===== src/rtl/sum_accumulator_if.sv =====
// Handshake bundle between the upstream adder stage, the frame accumulator and its consumer.
// The operand and total buses are MSB-first ([0:N-1], bit 0 = MSB).
interface sum_accumulator_if #(
  parameter int ACC_W = 12
) ();
  logic [0:3]       sum;
  logic             carry;
  logic             in_valid;
  logic             in_ready;
  logic [0:ACC_W-1] acc_out;
  logic             overflow;
  logic             out_valid;
  logic             out_ready;
  logic             busy;

  modport master (
    output sum, carry, in_valid, out_ready,
    input  in_ready, acc_out, overflow, out_valid, busy
  );

  modport slave (
    input  sum, carry, in_valid, out_ready,
    output in_ready, acc_out, overflow, out_valid, busy
  );
endinterface


===== src/rtl/sum_accumulator.sv =====
// Accumulates COUNT 5-bit {carry,sum} operands per frame into a saturating ACC_W-bit total,
// then holds the total until the consumer takes it.
module sum_accumulator #(
  parameter int COUNT = 16,
  parameter int ACC_W = 12
) (
  input  logic             clk,
  input  logic             rst_n,
  sum_accumulator_if.slave bus
);

  typedef enum logic [1:0] {
    ST_IDLE  = 2'd0,
    ST_ACCUM = 2'd1,
    ST_DONE  = 2'd2
  } state_e;

  localparam logic [7:0]       COUNT_LAST = 8'(COUNT);
  localparam logic [ACC_W-1:0] ACC_MAX    = {ACC_W{1'b1}};

  state_e           state_q, state_d;
  logic [ACC_W-1:0] acc_q, acc_d;
  logic [7:0]       count_q, count_d;
  logic             ovf_q, ovf_d;

  logic             in_ready_s;
  logic             busy_s;
  logic             out_valid_s;
  logic             xfer_s;
  logic [4:0]       operand_s;
  logic [ACC_W:0]   sum_ext_s;

  // State and datapath registers
  always_ff @(posedge clk or negedge rst_n) begin
    if (!rst_n) begin
      state_q <= ST_IDLE;
      acc_q   <= '0;
      count_q <= 8'd0;
      ovf_q   <= 1'b0;
    end else begin
      state_q <= state_d;
      acc_q   <= acc_d;
      count_q <= count_d;
      ovf_q   <= ovf_d;
    end
  end

  // Next-state and datapath update; the extra top bit of sum_ext_s flags saturation
  always_comb begin
    state_d   = state_q;
    acc_d     = acc_q;
    count_d   = count_q;
    ovf_d     = ovf_q;
    operand_s = {bus.carry, bus.sum};
    xfer_s    = bus.in_valid & in_ready_s;
    sum_ext_s = {1'b0, acc_q} + (ACC_W+1)'(operand_s);
    case (state_q)
      ST_IDLE, ST_ACCUM: begin
        if (xfer_s) begin
          count_d = count_q + 8'd1;
          if (sum_ext_s[ACC_W]) begin
            acc_d = ACC_MAX;
            ovf_d = 1'b1;
          end else begin
            acc_d = sum_ext_s[ACC_W-1:0];
            ovf_d = ovf_q;
          end
          if (count_d == COUNT_LAST) begin
            state_d = ST_DONE;
          end else begin
            state_d = ST_ACCUM;
          end
        end else begin
          state_d = state_q;
        end
      end
      ST_DONE: begin
        if (bus.out_ready) begin
          state_d = ST_IDLE;
          acc_d   = '0;
          count_d = 8'd0;
          ovf_d   = 1'b0;
        end else begin
          state_d = state_q;
        end
      end
      default: begin
        state_d = ST_IDLE;
        acc_d   = '0;
        count_d = 8'd0;
        ovf_d   = 1'b0;
      end
    endcase
  end

  // Handshake outputs decoded from the state register only
  always_comb begin
    in_ready_s  = 1'b0;
    busy_s      = 1'b0;
    out_valid_s = 1'b0;
    case (state_q)
      ST_IDLE: begin
        in_ready_s = 1'b1;
      end
      ST_ACCUM: begin
        in_ready_s = 1'b1;
        busy_s     = 1'b1;
      end
      ST_DONE: begin
        out_valid_s = 1'b1;
      end
      default: begin
        in_ready_s = 1'b0;
      end
    endcase
  end

  assign bus.in_ready  = in_ready_s;
  assign bus.busy      = busy_s;
  assign bus.out_valid = out_valid_s;
  assign bus.acc_out   = acc_q;
  assign bus.overflow  = ovf_q;

endmodule


===== src/flat_wrapper.sv =====
// flat-port wrapper written by rule: the top's interface ports become plain ports
module sum_accumulator_flat 
#(
  parameter int COUNT = 16,
  parameter int ACC_W = 12
)
  (clk, rst_n, bus_sum, bus_carry, bus_in_valid, bus_out_ready, bus_in_ready, bus_acc_out, bus_overflow, bus_out_valid, bus_busy);
  sum_accumulator_if #(.ACC_W(ACC_W)) bus_i ();
  input  logic clk;
  input  logic rst_n;
  input wire logic [$bits(bus_i.sum)-1:0] bus_sum;
  input wire logic [$bits(bus_i.carry)-1:0] bus_carry;
  input wire logic [$bits(bus_i.in_valid)-1:0] bus_in_valid;
  input wire logic [$bits(bus_i.out_ready)-1:0] bus_out_ready;
  output wire logic [$bits(bus_i.in_ready)-1:0] bus_in_ready;
  output wire logic [$bits(bus_i.acc_out)-1:0] bus_acc_out;
  output wire logic [$bits(bus_i.overflow)-1:0] bus_overflow;
  output wire logic [$bits(bus_i.out_valid)-1:0] bus_out_valid;
  output wire logic [$bits(bus_i.busy)-1:0] bus_busy;
  assign bus_i.sum = bus_sum;
  assign bus_i.carry = bus_carry;
  assign bus_i.in_valid = bus_in_valid;
  assign bus_i.out_ready = bus_out_ready;
  assign bus_in_ready = bus_i.in_ready;
  assign bus_acc_out = bus_i.acc_out;
  assign bus_overflow = bus_i.overflow;
  assign bus_out_valid = bus_i.out_valid;
  assign bus_busy = bus_i.busy;
  sum_accumulator #(.COUNT(COUNT), .ACC_W(ACC_W)) u_core (.clk(clk), .rst_n(rst_n), .bus(bus_i));
endmodule

===== config.mk =====
export PLATFORM = sky130hd
export DESIGN_NAME = sum_accumulator_flat
export DESIGN_NICKNAME = d
export VERILOG_FILES = /design/src/rtl/sum_accumulator_if.sv /design/src/rtl/sum_accumulator.sv /design/src/flat_wrapper.sv
export SDC_FILE = /design/constraint.sdc
export NUM_CORES = 1
export LEC_CHECK = 0
export BUFFER_PORTS_ARGS = -buffer_cell sky130_fd_sc_hd__buf_2
export CELL_PAD_IN_SITES_DETAIL_PLACEMENT = 1
export CELL_PAD_IN_SITES_GLOBAL_PLACEMENT = 1
export CORE_MARGIN = 4
export CORE_UTILIZATION = 35
export CTS_CLUSTER_DIAMETER = 80
export CTS_CLUSTER_SIZE = 8
export DETAILED_ROUTE_END_ITERATION = 12
export PLACE_DENSITY_LB_ADDON = 0.1
export SLEW_MARGIN = 10
export SYNTH_ARGS = -nofsm -noshare
export SYNTH_HDL_FRONTEND = slang
export SYNTH_SLANG_ARGS = --single-unit

===== constraint.sdc =====
create_clock -name clk -period 2.1 [get_ports clk]
set_clock_uncertainty 0.05 [all_clocks]
set_input_delay 0.21 -clock clk [delete_from_list [all_inputs] [get_ports clk]]
set_output_delay 0.21 -clock clk [all_outputs]
set_load 0.005 [all_outputs]

==> impl_metrics.tcl, run 1 <==
set metrics [dict create \
    outcome "finished, final reports clean" \
    synth_top_area_share_pct 39.38 \
    finalSetupTns_ns 0 \
    insertion_delay_ns 0.26 \
    setup_slack_ns 0.1544 \
    min_path_type "in -> reg" \
    hold_viol_final 0 \
    yosysWarnings 0 \
    cts_buffer_depth 2 \
    relSlewSlack_pct 56.96 \
    cts_made_buffers 3 \
    regArea_sq_um 575.6 \
    drc 0 \
    synthToLayoutAreaGrowth_pct 17.38 \
    synth_edf_count 0 \
    dp_hpwl_mm 3.019 \
    finalCritPeriodShare_pct 92.65 \
    start_kind "flop" \
    max_clock_freq_mhz 514.0 \
    critPathKind "reg -> reg" \
    die_height_microns 72.62 \
    drt_iter0_drc 37 \
    gp_congestion 0.8015 \
    async_flop_share_pct 100.0 \
    portBuffers 24 \
    cp-end-kind "flop" \
    ant_nets 0 \
    dieArea_sq_mm 0.005273 \
    placedCellCount 231 \
    yosys.area.top_type "dfrtp_1" \
    die_w_microns 72.62 \
    cts_tree "done" \
    start_util_pct 36.27 \
    yosys-top-cells-area "dfrtp_1 39%, o21ai_0 5.5%, ha_1 5.1%" \
    finish.utilization_pct 42.58 \
    antenna_found_initial 0 \
    place_ws_ns 0.04347 \
    final_cells 236 \
    setup-violations-final 0 \
    viasPerCell 5.640 \
    n_antenna_cell 0 \
    grt_use_total_pct 16.68 \
    grt.overflow.total 0 \
    worstMarginPinSlew_ns 0.6440 \
    avgSynthCellArea_sq_um 9.249 \
    synth_common_cells "23 x dfrtp_1, 16 x o21ai_0, 15 x nand2_1" \
    netlist_instances 158 \
    maxCapViolations 0 \
    synth-main-ff-cell "dfrtp_1" \
    rsz0062_at_grt "no" \
    slew_viol_final 0 \
    postLayoutCellArea_sq_mm 0.001715 \
    finalNetCount 203 \
    clock_tree.root_cell "clkbuf_8" \
    first_pass_iters 4 \
    p_per_area_mw_per_mm2 1189 \
    drive_above_1_share_pct 24.73 \
    clkSlewWorstSetupHoldPaths_ns 0.09 \
    ys_seq_area_share_pct 39.38 \
    cts_max_level 1 \
    ys_seq_elements 23 \
    dr_total_vias 1331 \
    synth_cell_types 44 \
    num-fill-cells 487 \
    netlist_area_sq_mm 0.001461 \
    grt_max_degree 24 \
    grt_pass1_wl_mm 7.058 \
    multi_input_area_sq_um 845.8 \
    ioPinCount 25 \
    period_minus_slack_ns 1.946 \
    leakagePower_uw 0.0007693 \
    grt_pass1_vias 1471 \
    cts.sinks 23 \
    placed_cell_area_sq_mm 0.001642 \
    critPathRequiredTime_ns 2.23 \
    worstPathArrival_ns 2.08 \
    crit_fanout 13 \
    drt_wl_total_mm 4.003 \
    num_rows 23 \
    core_sq_mm 0.004029 \
    ir_worst_vdd_uv 467.9 \
    syn-num-nets 174 \
    synth.most_common_cell "dfrtp_1" \
    drt-wirelength-per-cell_microns 16.96 \
]
## what timing repair did
action / 4_1_cts / 5_1_grt
resized for setup: 0 / 3
endpoints found under the setup margin: 0 / 8
setup buffers: 0 / 0
endpoints found under the hold margin: 23 / 0
hold buffers: 1 / 0
## flip-flops by register name, summed over array words and instances (netlist names)
signal and count:
u_core.state_q 2, u_core.bus.overflow 1, u_core.count_q 8, u_core.bus.acc_out 12
## kinds of logic after synthesis
family	count (synthesis)	share of synthesized area (%)
AO/OA/AOI/OAI	57	27.23
XOR/XNOR	1	0.5994
adder cells (fa/ha/maj)	7	6.507
buffers and inverters	10	4.024
flip-flops	23	39.38
multiplexers	1	0.6850
AND/OR/NAND/NOR	59	21.58
## layout by cell type, fill, tap and decap left out, types with 2 or more instances in the layout
cell / Yosys / routed
nor2_1: 10 / 10
a211oi_2: 4 / 4
and4_1: 2 / 2
a21oi_1: 14 / 13
o31ai_1: 2 / 2
a41o_1: 2 / 2
ha_1: 6 / 6
and3_1: 8 / 8
nand2_1: 15 / 15
inv_1: 2 / 2
buf_4: 1 / 6
a2bb2oi_1: 2 / 2
o21ai_0: 16 / 16
nor3_1: 3 / 3
a21o_1: 2 / 2
nand3_1: 10 / 10
nand4b_1: 2 / 2
a41oi_1: 3 / 3
clkbuf_8: 0 / 3
buf_2: 2 / 24
dfrtp_1: 23 / 23
a31oi_1: 4 / 4
## worst paths after layout
| kind | from | end | slack [ns] | cells after the start |
|---|---|---|---|---|
| max | u_core.bus.acc_out[11] | u_core.bus.acc_out[5] | 0.15 | 6 |
| min | bus_out_ready | u_core.state_q[1] | 0.25 | 3 |
| max reg2reg | u_core.bus.acc_out[11] | u_core.bus.acc_out[5] | 0.15 | 6 |
| min reg2reg | u_core.count_q[6] | u_core.count_q[6] | 0.48 | 1 |
| max in group asynchronous | rst_n | u_core.count_q[1] | 1.21 | 2 |
| min in group asynchronous | rst_n | u_core.count_q[2] | 0.42 | 2 |
## through the flow
stage                     hold slack [ns]  total power [uW]
after floorplan                   -0.1356              1404
after global placement             0.1833              1699
after detailed placement           0.1835              1738
after CTS                          0.2391              2033
after global routing               0.2441              2241
final                              0.2469              2040
## layer usage
metal  vias to the layer above  GRT usage (%)  routed length [microns]
met4                         0          4.508                       48
met1                       651          22.59                     1980
met5                         -              0                        0
met3                         6          2.479                      102
li1                        653              -                        -
met2                        21          27.76                     1871
## cell type report
cell class	count	area share [%]
multi-input cells	125	49.31
flip-flops and latches	23	33.55
repair buffers	31	10.21
well taps	50	3.647
clock buffers	4	2.626
inverters	3	0.6565
## critical path, stage by stage (launching register included)
cell	delay, ns
dfrtp_1	0.41
ha_1	0.26
fa_2	0.40
a21oi_2	0.20
o2bb2ai_4	0.15
and3_1	0.21
a211oi_2	0.20
## report_power, final
part           total, uW  switching [uW]  internal, uW  leakage [uW]
clock                280             145           135     0.0000228
combinational        974             512           463      0.000465
sequential           786             196           590      0.000282
total               2040             853          1190      0.000769
Power figures use the tool's default switching activity.
==> run 2: changes to the inputs <==
--- a/config.mk
+++ b/config.mk
@@ -5,6 +5,7 @@
 export SDC_FILE = /design/constraint.sdc
 export NUM_CORES = 1
 export LEC_CHECK = 0
+export ABC_CLOCK_PERIOD_IN_PS = 1800
 export BUFFER_PORTS_ARGS = -buffer_cell sky130_fd_sc_hd__buf_2
 export CELL_PAD_IN_SITES_DETAIL_PLACEMENT = 1
 export CELL_PAD_IN_SITES_GLOBAL_PLACEMENT = 1
==> constraint.sdc (replaced) <==
create_clock -name clk -period 1.8 [get_ports clk]
set_clock_uncertainty 0.05 [all_clocks]
set_input_delay 0.18 -clock clk [delete_from_list [all_inputs] [get_ports clk]]
set_output_delay 0.18 -clock clk [all_outputs]
set_load 0.005 [all_outputs]
==> impl_metrics.tcl, run 2 (synthesis results as in run 1) <==
set metrics [dict create \
    outcome "finished with violations" \
    violations "setup timing" \
    rsz0062_at_grt "yes" \
    clock_tree.root_cell "clkbuf_8" \
    num_rows 23 \
    setup_slack_ns -0.02988 \
    critPathRequiredTime_ns 1.90 \
    power.switching_uw 1238 \
    setup-violations-final 3 \
    insertion_delay_ns 0.27 \
    layout_common_cells "24 x buf_2, 23 x dfrtp_1, 15 x nand2_1, 15 x buf_4, 14 x o21ai_0" \
    regArea_sq_um 575.6 \
    grt_max_degree 24 \
    cts_tree "done" \
    drt_iter0_drc 85 \
    antenna_found_initial 0 \
    final_common_cell "buf_2" \
    min_path_type "in -> reg" \
    grt.overflow.total 0 \
    leakagePower_uw 0.0008284 \
    core_sq_mm 0.004029 \
    postLayoutCellArea_sq_mm 0.001922 \
    num-fill-cells 485 \
    drc 0 \
    max_clock_freq_mhz 546.5 \
    p_seq_share_pct 32.0 \
    die_height_microns 72.62 \
    crit_fanout 4 \
    cp-end-kind "flop" \
    pwr-share-comb_pct 56.5 \
    drt_wl_total_mm 4.507 \
    cts_max_level 1 \
    maxCapViolations 0 \
    finalSetupTns_ns -0.04789 \
    hold_viol_final 0 \
    multi_input_area_sq_um 984.7 \
    cts_buffer_depth 2 \
    clkPwrFrac_pct 11.5 \
    start_util_pct 36.27 \
    slew_viol_final 0 \
    n_antenna_cell 0 \
    worstMarginPinSlew_ns 0.5432 \
    relSlewSlack_pct 63.78 \
    critPathMaxStageDelay_ns 0.40 \
    p_sw_share_pct 42.92 \
    finalCritPeriodShare_pct 101.7 \
    finalNetCount 213 \
    clkSlewWorstSetupHoldPaths_ns 0.08 \
    place_ws_ns -0.1204 \
    worstPathArrival_ns 1.93 \
    grt_pass1_wl_mm 7.245 \
    p_per_area_mw_per_mm2 1501 \
    synthToLayoutAreaGrowth_pct 31.51 \
    crit_top_cell "buf_4" \
    dr_total_vias 1414 \
    drt-wirelength-per-cell_microns 18.32 \
    crit_chain "ha_2 -> fa_2 -> buf_4 -> buf_4 -> xor2_1 -> a21oi_1 -> o21ai_1" \
    start_kind "flop" \
    gp_congestion 0.7613 \
    drive_above_1_share_pct 34.69 \
    slowest_stage "fa_2" \
    period_minus_slack_ns 1.830 \
    first_pass_iters 4 \
    cts_made_buffers 3 \
    whs_ns 0.2029 \
    viasPerCell 5.748 \
    ir_worst_vdd_uv 756.7 \
    largest_register_ff_count 12 \
    portBuffers 24 \
    placed_cell_area_sq_mm 0.001685 \
    die_w_microns 72.62 \
    ant_nets 0 \
    dp_hpwl_mm 3.147 \
    grt_use_total_pct 17.67 \
    finish.utilization_pct 47.70 \
    ioPinCount 25 \
    grt_pass1_vias 1478 \
    cts.sinks 23 \
    dieArea_sq_mm 0.005273 \
    p_int_uw 1646 \
    critPathKind "reg -> reg" \
]
[run 2: changes by cell type in the layout (fill, tap and decap cells not counted), sizes merged]
| cell | before | now |
|---|---|---|
| o2bb2ai | 1 | 2 |
| buf | 30 | 39 |
[run 2: worst max-delay path, delay by kind of cell (launching register included)]
| family | cells | cell delay (ns) |
|---|---|---|
| XOR/XNOR | 1 | 0.15 |
| buffers and inverters | 2 | 0.27 |
| adder cells (fa/ha/maj) | 2 | 0.59 |
| flip-flops | 1 | 0.39 |
| AO/OA/AOI/OAI | 2 | 0.27 |
[run 2: final timing paths]
check,start,endpoint,slack (ns),cells past startpoint
worst max-delay path,u_core.bus.acc_out[11],u_core.bus.acc_out[9],-0.03,7
worst min-delay path,bus_in_valid,u_core.state_q[0],0.20,3
worst max register to register,u_core.bus.acc_out[11],u_core.bus.acc_out[9],-0.03,7
worst min register to register,u_core.bus.overflow,u_core.bus.overflow,0.47,2
max in group asynchronous,rst_n,u_core.count_q[4],0.96,2
min in group asynchronous,rst_n,u_core.bus.acc_out[4],0.37,2
[run 2: final cells by class]
type | instances | area share (%)
multi-input combinational | 126 | 51.24
sequential | 23 | 29.95
timing repair buffer | 40 | 12.63
tap | 50 | 3.255
clock buffer | 4 | 2.344
inverter | 3 | 0.5859
[run 2: metal layers]
metal,vias up,GRT usage [%],share of wire (%),wire [microns]
met5,-,0,0,0
met4,0,4.303,1.5,68
met3,7,2.342,3.8,170
met2,32,29.66,49,2196
met1,698,24.07,46,2072
li1,677,-,-,-
[run 2: what timing repair did]
item / 4_1_cts / 5_1_grt
setup endpoints to repair: 13 / 13
pin swaps: 5 / 10
gates resized for setup: 8 / 12
setup buffers: 1 / 3
hold buffers: 1 / 0
endpoints found under the hold margin: 23 / 0
cloned: 1 / 0
[run 2: power by group through the flow]
stage	sequential [uW]	clock (uW)	combinational [uW]
5_1_grt	951	366	1760
2_1_floorplan	890	0	760
3_3_place_gp	887	0	1210
4_1_cts	900	340	1430
6_report	922	332	1630
3_5_place_dp	903	0	1260
[run 2: stage by stage]
step | std cells | total power, uW
after CTS | 243 | 2674
after floorplan | 158 | 1650
after global routing | 246 | 3082
after global placement | 236 | 2093
final | 246 | 2884
after detailed placement | 236 | 2164
==> run 3: changes to the inputs <==
--- a/config.mk
+++ b/config.mk
@@ -7,7 +7,7 @@
 export LEC_CHECK = 0
 export ABC_CLOCK_PERIOD_IN_PS = 1800
 export BUFFER_PORTS_ARGS = -buffer_cell sky130_fd_sc_hd__buf_2
-export CELL_PAD_IN_SITES_DETAIL_PLACEMENT = 1
+export CELL_PAD_IN_SITES_DETAIL_PLACEMENT = 0
 export CELL_PAD_IN_SITES_GLOBAL_PLACEMENT = 1
 export CORE_MARGIN = 4
 export CORE_UTILIZATION = 35
@@ -19,3 +19,4 @@
 export SYNTH_ARGS = -nofsm -noshare
 export SYNTH_HDL_FRONTEND = slang
 export SYNTH_SLANG_ARGS = --single-unit
+export TNS_END_PERCENT = 10
==> impl_metrics.tcl, run 3 (synthesis results as in run 1) <==
set metrics [dict create \
    reg2reg_depth 6 \
    reg2reg_to "u_core.bus.acc_out[3]" \
    portBuffers 24 \
    grt.overflow.total 0 \
    largest_register_ff_count 12 \
    grt_max_degree 24 \
    cts_buffer_depth 2 \
    cp-end-kind "flop" \
    clock_tree.root_cell "clkbuf_8" \
    min_path_type "in -> reg" \
    leakagePower_uw 0.0008225 \
    whs_ns 0.1999 \
    maxCapViolations 0 \
    final_common_cell "buf_2" \
    ant_nets 0 \
    cts_max_level 1 \
    rsz0062_at_grt "yes" \
    first_pass_iters 5 \
    grt_pass1_vias 1243 \
    gp_congestion 0.7613 \
    ir_worst_vdd_uv 643.1 \
    clkSlewWorstSetupHoldPaths_ns 0.09 \
    violations "setup timing" \
    max_clock_freq_mhz 552.5 \
    drive_above_1_share_pct 32.31 \
    critPathMaxStageDelay_ns 0.39 \
    viasPerCell 5.612 \
    die_height_microns 72.62 \
    drt_iter0_drc 126 \
    min_path_cells 3 \
    setup-violations-final 1 \
    finish.utilization_pct 46.40 \
    cts_made_buffers 3 \
    hold_viol_final 0 \
    start_util_pct 36.27 \
    cp-startpoint "u_core.bus.acc_out[11]" \
    relSlewSlack_pct 61.93 \
    start_kind "flop" \
    worstHoldStart "bus_in_valid" \
    antenna_found_initial 0 \
    p_per_area_mw_per_mm2 1451 \
    drt_wl_total_mm 3.927 \
    worstPathArrival_ns 1.90 \
    ioPinCount 25 \
    outcome "finished with violations" \
    setup_slack_ns -0.009880 \
    num_rows 23 \
    dieArea_sq_mm 0.005273 \
    finalNetCount 212 \
    grt_pass1_wl_mm 6.382 \
    die_w_microns 72.62 \
    grt_use_total_pct 15.24 \
    cts.sinks 23 \
    worstReg2RegStart "u_core.bus.acc_out[11]" \
    core_sq_mm 0.004029 \
    critPathKind "reg -> reg" \
    cts_tree "done" \
    period_minus_slack_ns 1.810 \
    slew_viol_final 0 \
    min_to "u_core.state_q[0]" \
    n_antenna_cell 0 \
    synthToLayoutAreaGrowth_pct 27.91 \
    worstMarginPinSlew_ns 0.5697 \
    drc 0 \
    crit_chain "ha_2 -> fa_2 -> a21oi_4 -> o2bb2ai_4 -> a41oi_1 -> a21oi_1" \
    slowest_stage "dfrtp_1" \
    crit_fanout 7 \
    finalCritPeriodShare_pct 100.5 \
    critPathRequiredTime_ns 1.89 \
    dp_hpwl_mm 2.719 \
    worst-r2r-setup-slack_ns -0.01 \
    layout_common_cells "24 x buf_2, 23 x dfrtp_1, 15 x nand2_1, 15 x o21ai_0, 14 x buf_4" \
    dr_total_vias 1375 \
    drt-wirelength-per-cell_microns 16.03 \
    insertion_delay_ns 0.26 \
]
## run 3: cell count changes in the layout (fill, tap and decap cells not counted), sizes merged
cell,change
buf,-1
## run 3: cell type report
cell class                 count  area (sq um)
fill                         400          2160
multi-input combinational    126         939.7
sequential                    23         575.6
timing repair buffer          39         235.2
tap                           50         62.56
clock buffer                   4         45.04
inverter                       3         11.26
## run 3: layer usage
layer | track usage [%] | vias up | wire length [microns]
met5 | 0 | - | 0
met4 | 2.459 | 0 | 10
met3 | 3.444 | 2 | 245
met2 | 23.05 | 33 | 1747
met1 | 22.57 | 666 | 1924
li1 | - | 674 | -
## run 3: worst max-delay path by stage
stage	to	slack [ns]
floorplan	u_core.bus.acc_out[3]	0.01
global placement	u_core.bus.acc_out[5]	-0.07
detailed placement	u_core.bus.acc_out[5]	-0.10
CTS	u_core.bus.acc_out[5]	-0.01
global route	u_core.bus.acc_out[5]	-0.07
finish	u_core.bus.acc_out[3]	-0.01
## run 3: power breakdown
| group | internal, uW | switching [uW] | total [uW] |
|---|---|---|---|
| combinational | 744 | 741 | 1480 |
| sequential | 688 | 209 | 897 |
| clock | 158 | 173 | 331 |
| total | 1590 | 1120 | 2710 |
## run 3: stage by stage
step | cells | area (sq um) | setup TNS [ns] | worst slack (ns) | total power (uW)
4_1_cts | 244 | 1810 | -0.01973 | -0.009999 | 2604
3_3_place_gp | 236 | 1685 | -0.1447 | -0.06532 | 2093
6_report | 245 | 1869 | -0.009880 | -0.009880 | 2712
5_1_grt | 245 | 1869 | -0.4623 | -0.07474 | 2934
2_1_floorplan | 158 | 1468 | 0 | 0.01481 | 1650
3_5_place_dp | 236 | 1685 | -0.4652 | -0.1050 | 2104
## run 3: repair_timing
| action | 4_1_cts | 5_1_grt |
|---|---|---|
| pin swaps | 6 | 6 |
| gates cloned | 1 | 0 |
| setup endpoints to repair | 12 | 13 |
| hold buffers | 1 | 0 |
| setup buffers | 2 | 1 |
| endpoints found under the hold margin | 23 | 0 |
| gates resized for setup | 6 | 7 |
## run 3: critical path, delay by kind of cell (launching register included)
family | cells | cell delay (ns)
compound gates | 4 | 0.67
fa+ha+maj | 2 | 0.58
flops | 1 | 0.39
